`src/rtl/simple_stream_packer_if.sv`:
```
// Stream bundle between the narrow producer, the packer and the wide consumer.
// slave = packer view, master = surrounding environment view.
interface simple_stream_packer_if #(
  parameter int unsigned SpatPar   = 4,
  parameter int unsigned DataWidth = 64
);
  logic [DataWidth-1:0]         data_i;
  logic                         data_valid_i;
  logic                         data_last_i;
  logic                         data_ready_o;
  logic [SpatPar*DataWidth-1:0] data_o;
  logic [SpatPar-1:0]           data_strb_o;
  logic                         data_last_o;
  logic                         data_valid_o;
  logic                         data_ready_i;

  modport slave (
    input  data_i, data_valid_i, data_last_i, data_ready_i,
    output data_ready_o, data_o, data_strb_o, data_last_o, data_valid_o
  );

  modport master (
    output data_i, data_valid_i, data_last_i, data_ready_i,
    input  data_ready_o, data_o, data_strb_o, data_last_o, data_valid_o
  );
endinterface

```
`src/rtl/simple_stream_packer.sv`:
```
// Packs SpatPar narrow words (lane 0 first) into one wide beat; early close via last.
// Optional output-beat counter enabled by defining SIMPLE_STREAM_PACKER_PERF_CNT_EN.
module simple_stream_packer #(
  parameter int unsigned SpatPar   = 4,
  parameter int unsigned DataWidth = 64,
  parameter int unsigned CntWidth  = 32
) (
  input  logic                  clk_i,
  input  logic                  rst_ni,
  simple_stream_packer_if.slave bus,
  output logic [CntWidth-1:0]   beat_cnt_o
);

  localparam int unsigned LaneW = (SpatPar > 1) ? $clog2(SpatPar) : 1;

  typedef enum logic {
    FILL = 1'b0,
    HOLD = 1'b1
  } phase_e;

  phase_e                       state_q, state_d;
  logic [SpatPar*DataWidth-1:0] pack_q, pack_d;
  logic [SpatPar-1:0]           strb_q, strb_d;
  logic                         last_q, last_d;
  logic [LaneW-1:0]             lane_q, lane_d;

  logic ready;
  logic in_fire;
  logic out_fire;
  logic closing;

  // Ready depends only on the held phase and downstream ready, never on data_valid_i.
  assign ready    = (state_q == FILL) || bus.data_ready_i;
  assign in_fire  = bus.data_valid_i && ready;
  assign out_fire = (state_q == HOLD) && bus.data_ready_i;
  assign closing  = in_fire && ((lane_q == LaneW'(SpatPar - 1)) || bus.data_last_i);

  always_ff @(posedge clk_i) begin
    if (!rst_ni) begin
      state_q <= FILL;
    end else begin
      state_q <= state_d;
    end
  end

  always_ff @(posedge clk_i) begin
    if (!rst_ni) begin
      pack_q <= '0;
      strb_q <= '0;
      last_q <= 1'b0;
      lane_q <= '0;
    end else begin
      pack_q <= pack_d;
      strb_q <= strb_d;
      last_q <= last_d;
      lane_q <= lane_d;
    end
  end

  always_comb begin
    state_d = state_q;
    if (closing) begin
      state_d = HOLD;
    end else if (out_fire) begin
      state_d = FILL;
    end
  end

  always_comb begin
    pack_d = pack_q;
    strb_d = strb_q;
    last_d = last_q;
    lane_d = lane_q;
    if (in_fire) begin
      // A word at lane 0 opens a fresh beat, so stale lanes are cleared first.
      if (lane_q == '0) begin
        pack_d = '0;
        strb_d = '0;
      end
      for (int unsigned k = 0; k < SpatPar; k++) begin
        if (LaneW'(k) == lane_q) begin
          pack_d[k*DataWidth +: DataWidth] = bus.data_i;
          strb_d[k]                        = 1'b1;
        end
      end
      if (closing) begin
        lane_d = '0;
        last_d = bus.data_last_i;
      end else begin
        lane_d = lane_q + 1'b1;
      end
    end
  end

  always_comb begin
    bus.data_ready_o = ready;
    bus.data_valid_o = (state_q == HOLD);
    bus.data_o       = pack_q;
    bus.data_strb_o  = strb_q;
    bus.data_last_o  = last_q;
  end

`ifdef SIMPLE_STREAM_PACKER_PERF_CNT_EN
  logic [CntWidth-1:0] cnt_q, cnt_d;

  always_comb begin
    cnt_d = cnt_q;
    if (out_fire) begin
      cnt_d = cnt_q + 1'b1;
    end
  end

  always_ff @(posedge clk_i) begin
    if (!rst_ni) begin
      cnt_q <= '0;
    end else begin
      cnt_q <= cnt_d;
    end
  end

  assign beat_cnt_o = cnt_q;
`else
  assign beat_cnt_o = '0;
`endif

endmodule

```
`src/flat_wrapper.sv`:
```
// flat-port wrapper written by rule: the top's interface ports become plain ports
module simple_stream_packer_flat 
#(
  parameter int unsigned SpatPar   = 4,
  parameter int unsigned DataWidth = 64,
  parameter int unsigned CntWidth  = 32
)
  (clk_i, rst_ni, beat_cnt_o, bus_data_i, bus_data_valid_i, bus_data_last_i, bus_data_ready_i, bus_data_ready_o, bus_data_o, bus_data_strb_o, bus_data_last_o, bus_data_valid_o);
  simple_stream_packer_if #(.SpatPar(SpatPar), .DataWidth(DataWidth)) bus_i ();
  input  logic clk_i;
  input  logic rst_ni;
  output logic [CntWidth-1:0] beat_cnt_o;
  input wire logic [$bits(bus_i.data_i)-1:0] bus_data_i;
  input wire logic [$bits(bus_i.data_valid_i)-1:0] bus_data_valid_i;
  input wire logic [$bits(bus_i.data_last_i)-1:0] bus_data_last_i;
  input wire logic [$bits(bus_i.data_ready_i)-1:0] bus_data_ready_i;
  output wire logic [$bits(bus_i.data_ready_o)-1:0] bus_data_ready_o;
  output wire logic [$bits(bus_i.data_o)-1:0] bus_data_o;
  output wire logic [$bits(bus_i.data_strb_o)-1:0] bus_data_strb_o;
  output wire logic [$bits(bus_i.data_last_o)-1:0] bus_data_last_o;
  output wire logic [$bits(bus_i.data_valid_o)-1:0] bus_data_valid_o;
  assign bus_i.data_i = bus_data_i;
  assign bus_i.data_valid_i = bus_data_valid_i;
  assign bus_i.data_last_i = bus_data_last_i;
  assign bus_i.data_ready_i = bus_data_ready_i;
  assign bus_data_ready_o = bus_i.data_ready_o;
  assign bus_data_o = bus_i.data_o;
  assign bus_data_strb_o = bus_i.data_strb_o;
  assign bus_data_last_o = bus_i.data_last_o;
  assign bus_data_valid_o = bus_i.data_valid_o;
  simple_stream_packer #(.SpatPar(SpatPar), .DataWidth(DataWidth), .CntWidth(CntWidth)) u_core (.clk_i(clk_i), .rst_ni(rst_ni), .bus(bus_i), .beat_cnt_o(beat_cnt_o));
endmodule
```
`config.mk`:
```
export PLATFORM = sky130hd
export DESIGN_NAME = simple_stream_packer_flat
export DESIGN_NICKNAME = d
export VERILOG_FILES = /design/src/rtl/simple_stream_packer_if.sv /design/src/rtl/simple_stream_packer.sv /design/src/flat_wrapper.sv
export SDC_FILE = /design/constraint.sdc
export NUM_CORES = 1
export LEC_CHECK = 0
export ABC_AREA = 1
export CELL_PAD_IN_SITES_DETAIL_PLACEMENT = 1
export CELL_PAD_IN_SITES_GLOBAL_PLACEMENT = 1
export CORE_AREA = 2 2 213 163
export DETAILED_ROUTE_END_ITERATION = 10
export DIE_AREA = 0 0 215 165
export PLACE_DENSITY_LB_ADDON = 0.1
export SETUP_SLACK_MARGIN = 0.2
export SYNTH_ARGS = -nofsm -noshare
export SYNTH_HDL_FRONTEND = slang
export SYNTH_SLANG_ARGS = --single-unit
```
`constraint.sdc`:
```
create_clock -name clk_i -period 2.3 [get_ports clk_i]
set_clock_uncertainty 0.1 [all_clocks]
set_input_delay 0.46 -clock clk_i [delete_from_list [all_inputs] [get_ports clk_i]]
set_output_delay 0.46 -clock clk_i [all_outputs]
set_load 0.02 [all_outputs]
```
# Word level (Yosys, flattened, before mapping)
# Cells that the tools add are included.
# Widths: inputs -> output; s select.
# word_totals
ff_bits	264
latchBits	0
ramBits	0
romBits	0
inputBits	69
output_inout_bits	295
elab_cells	45
n_memories	0
# classes
addsub	1
mul	0
div	0
magnitude_cmp	0
n_eq_ne	4
shifts	0
muxes	13
n_bitwise	1
n_reduce_logical	15
# ops
cell	count
$mux 256	1
$mux 64	4
$reduce_and 2->1	5
$reduce_bool 2->1	4
$mux 1	6
$eq 2x2->1 const A	2
$mux 4	1
$logic_and 1x1->1	3
$add 2x1->2 const B	1
$eq 1x2->1 const A	1
$eq 2x2->1 const B	1
$logic_not 2->1	1
$logic_or 1x1->1	2
$mux 2	1
$not 1->1	1

# Longest topological paths before layout
# logic_depth
ltp_word	5
ltp_mapped	10
mapped_depth_nobuf	7

# Worst setup path after synthesis
# Ideal clock, no wire load.
# synth_timing
kind	reg2reg
from	register u_core.lane_q[0]
to	register u_core.pack_q[213] (netlist: u_core.bus.data_o[213])
setup_time_ns	0.132
arrival_time_ns	1.391
t_required_ns	2.068
setup_slack_ns	0.677
stages_incl_launch_ff	9
path_buffers	2
period_less_slack_ns	1.623
cell_sequence	dfxtp_1 -> inv_1 -> ha_1 -> inv_2 -> nand3_2 -> buf_4 -> buf_2 -> nand2_1 -> a21oi_1
# synth_via
elab_chain_len	3
word_cells_on_any_way	5
classes_between	eq/ne (1); mux (1); reduce/logical (3)
# synth_lines
item	line_no	text
start, declared	simple_stream_packer.sv:25	logic [LaneW-1:0] lane_q, lane_d;
start signal, assigned	simple_stream_packer.sv:56	lane_q <= lane_d;
$eq 2x2->1 / $logic_not 2->1 (equally long branches)	simple_stream_packer.sv:81, simple_stream_packer.sv:76	
$reduce_bool 2->1 (no source line)	--	
$reduce_and 2->1 (no source line)	--	
end signal, assigned	simple_stream_packer.sv:53	pack_q <= pack_d;
end, declared	simple_stream_packer.sv:22	logic [SpatPar*DataWidth-1:0] pack_q, pack_d;
# Parallel ways exist; a longest one is shown, timed or not.
# A chain may end at the register's enable or synchronous reset.

# Worst setup path after layout
# layout_timing
from	register u_core.pack_q[7] (netlist: u_core.bus.data_o[7])
to	output bus_data_o[7]
# layout_lines
item	line_no	text
end, declared	flat_wrapper.sv:18	output wire logic [$bits(bus_i.data_o)-1:0] bus_data_o;
# No word-level cell between the ends.

==> run_results.csv <==
group,metric,value,unit
finish,diodes,0,
floorplan,initial_core_util,31.8,%
synth,synth_fa_ha_area_share,0.592,%
cts,cts_tree,"built",
critical_path,r2r_slack,0.48,ns
route,drt-pass1-iter-count,4,
global_route,grt_max_degree,66,
critical_path,path_buf_inv,1,
critical_path,r2r-end,"u_core.bus.data_o[88]",
finish,final_cell_mix,"nand2_1 (369), dfxtp_1 (264), dlygate4sd2_1 (195)",
cts,cts_sinks,264,
global_route,grt_overflow,0,
power,seq_power_share,42.5,%
sta,setup_violations,0,
sta,post-route-period-util,89.6,%
sta,max_freq,486,MHz
finish,drive_gt1_share,5.65,%
place,placed_area,14300,um2
route,viasPerCell,4.74,
sta,slew_violations,0,
synth,seq_area_frac_synth,50.0,%
synth,synthCells,1432,
route,vias,10351,
min_path,hold_path.class,"input pin to flop",
cts,clkTransAtPathRegs,0.06,ns
sta,maxSlewHeadroom,64.7,%
critical_path,arrival,1.50,ns
synth,synth_top_family_by_area,"simple AND/OR/NAND/NOR gates",
power,power_leakage,8.22,nW
sta,fin_setup_tns,0,ns
route,wire_per_inst,18.1,um
place,post-place-cells,2131,
synth,synth_mux_area_share,0,%
min_path,min_to,"u_core.bus.data_o[63]",
cts,htree_levels,1,
cts,cts_buffers,30,
power,intPower,8.18,mW
place,place_ws,0.140,ns
floorplan,io_pins,364,
synth,synth_top_cell_by_area,"dfxtp_1",
synth,synthDistinctLibCells,20,
place,portBuffers,331,
power,switchingPower,3.22,mW
power,combPwrFrac,15.3,%
critical_path,worstPathMaxFanout,2,
floorplan,die_x,215,um
critical_path,start_kind,"flop",
min_path,hold_path_depth,3,
sta,finalHoldViolCount,0,
cts,clk_latency,0.56,ns
place,gp_congestion,0.765,
sta,setup_ws,0.240,ns
synth,syn_avg_cell_area,7.38,um2
power,swShare,28.3,%
route,drt_wl_total,39600,um
power,ir_drop,0.000521,V
critical_path,cp_cell_sequence,"clkdlybuf4s50_1",
finish,final_util,45.6,%
floorplan,fp.dieArea,35500,um2
global_route,grt_pass1_vias,10148,
finish,nNetsFinal,1787,
run_status,status,"complete, no violations",
power,power,11.4,mW
min_path,hold_start,"rst_ni",
critical_path,cp_slowest_stage_delay,0.60,ns
synth,yosys_warnings,0,
critical_path,crit_path_end_kind,"primary output",
critical_path,ff2ff_path_depth,8,
place,hpwlAfterDp,26500,um
synth,synth_compound_area_share,8.05,%
synth,syn_area,10600,um2
synth,synth_area_leaders,"dfxtp_1 (50%), nand2_1 (13%), nand4_1 (6.2%)",
synth,synth_simple_gate_area_share,28.7,%
global_route,grt_pass1_wl,60300,um
floorplan,core,33200,um2
critical_path,required,1.74,ns
finish,layout_commonest_cell,"nand2_1",
job,maxCapViolCount,0,
critical_path,path_class,"flop to primary output",
critical_path,r2r-start,"u_core.lane_q[1]",
cts,clk_path_buf_depth,3,
global_route,grt.total_usage,21.5,%
sta,layout_min_cycle_time,2.06,ns
synth,synth_top_area_share,50.0,%
finish,area_growth,43.5,%
synth,synth_xor_area_share,0,%
power,power_density,752,nW/um2
critical_path,critPathSlowestCell,"clkdlybuf4s50_1",
finish,final_cells,2185,
critical_path,cp_top_family,"buffers and inverters",
route,ant_nets,0,
cts,cts_root_buf,"clkbuf_16",
synth,synth-seq-cells,264,
route,drc,0,
floorplan,fp-row-count,58,
sta,whs,0.140,ns
sta,worst_pin_slew,0.529,ns
finish,final_area,15200,um2
sta,rsz0062_at_grt,"no",
floorplan,die_h,165,um
power,clkPwrFrac,42.1,%
global_route,antenna_found_initial,0,
route,drtIter0Drc,582,
-- synthesized netlist by cell type (all sizes together) --
cell type  count
inv          141
buf          104
clkbuf        43
nand3         93
o21ai         61
nand2        370
ha             5
dfxtp        264
conb           1
nand4        105
nor2         136
a21oi        109
-- worst max-delay path by stage --
stage	start	endpoint	slack, ns	depth (start not counted)
after floorplan	u_core.lane_q[0]	u_core.bus.data_o[213]	0.68	8
after global routing	u_core.bus.data_o[12]	bus_data_o[12]	0.20	1
final	u_core.bus.data_o[7]	bus_data_o[7]	0.24	1
after detailed placement	bus_data_ready_i	u_core.bus.data_o[11]	0.14	8
after global placement	bus_data_ready_i	u_core.bus.data_o[6]	0.22	8
after CTS	u_core.bus.data_o[12]	bus_data_o[12]	0.20	1
-- cells by family after synthesis --
family | Yosys count
compound gates | 170
fa+ha+maj | 5
buf+inv | 288
flops | 264
other cells | 1
simple gates | 704
-- state kept, by name, indices dropped and copies added (netlist names) --
signal / flops
u_core.bus.data_last_o: 1
u_core.bus.data_o: 256
u_core.bus.data_strb_o: 4
u_core.bus.data_valid_o: 1
u_core.lane_q: 2
-- routing by layer --
metal	global-route usage [%]	wire (um)
met1	28.5	17800
met2	34.5	18200
met3	6.37	2800
met4	4.70	738
met5	0	0
-- cell type report --
cell class | count | area (um2)
Sequential cell | 264 | 5290
Clock inverter | 10 | 83.8
Timing Repair Buffer | 365 | 3680
Clock buffer | 44 | 905
Multi-Input combinational cell | 911 | 4120
Inverter | 141 | 531
Tap cell | 450 | 563
Fill cell | 4081 | 18100
-- timing repair --
item / 4_1_cts / 5_1_grt
resized for setup: 195 / 54
hold buffers: 0 / 0
endpoints found under the setup margin: 195 / 54
setup buffers: 0 / 0
-- power by group through the flow --
stage	registers [mW]	clock network [mW]	logic (mW)
floorplan	5.17	0	0.782
global placement	4.95	0	1.82
detailed placement	4.96	0	1.84
CTS	4.85	4.94	1.78
global route	4.87	5.13	1.90
finish	4.85	4.81	1.75
(Power assumes the default switching activity.)
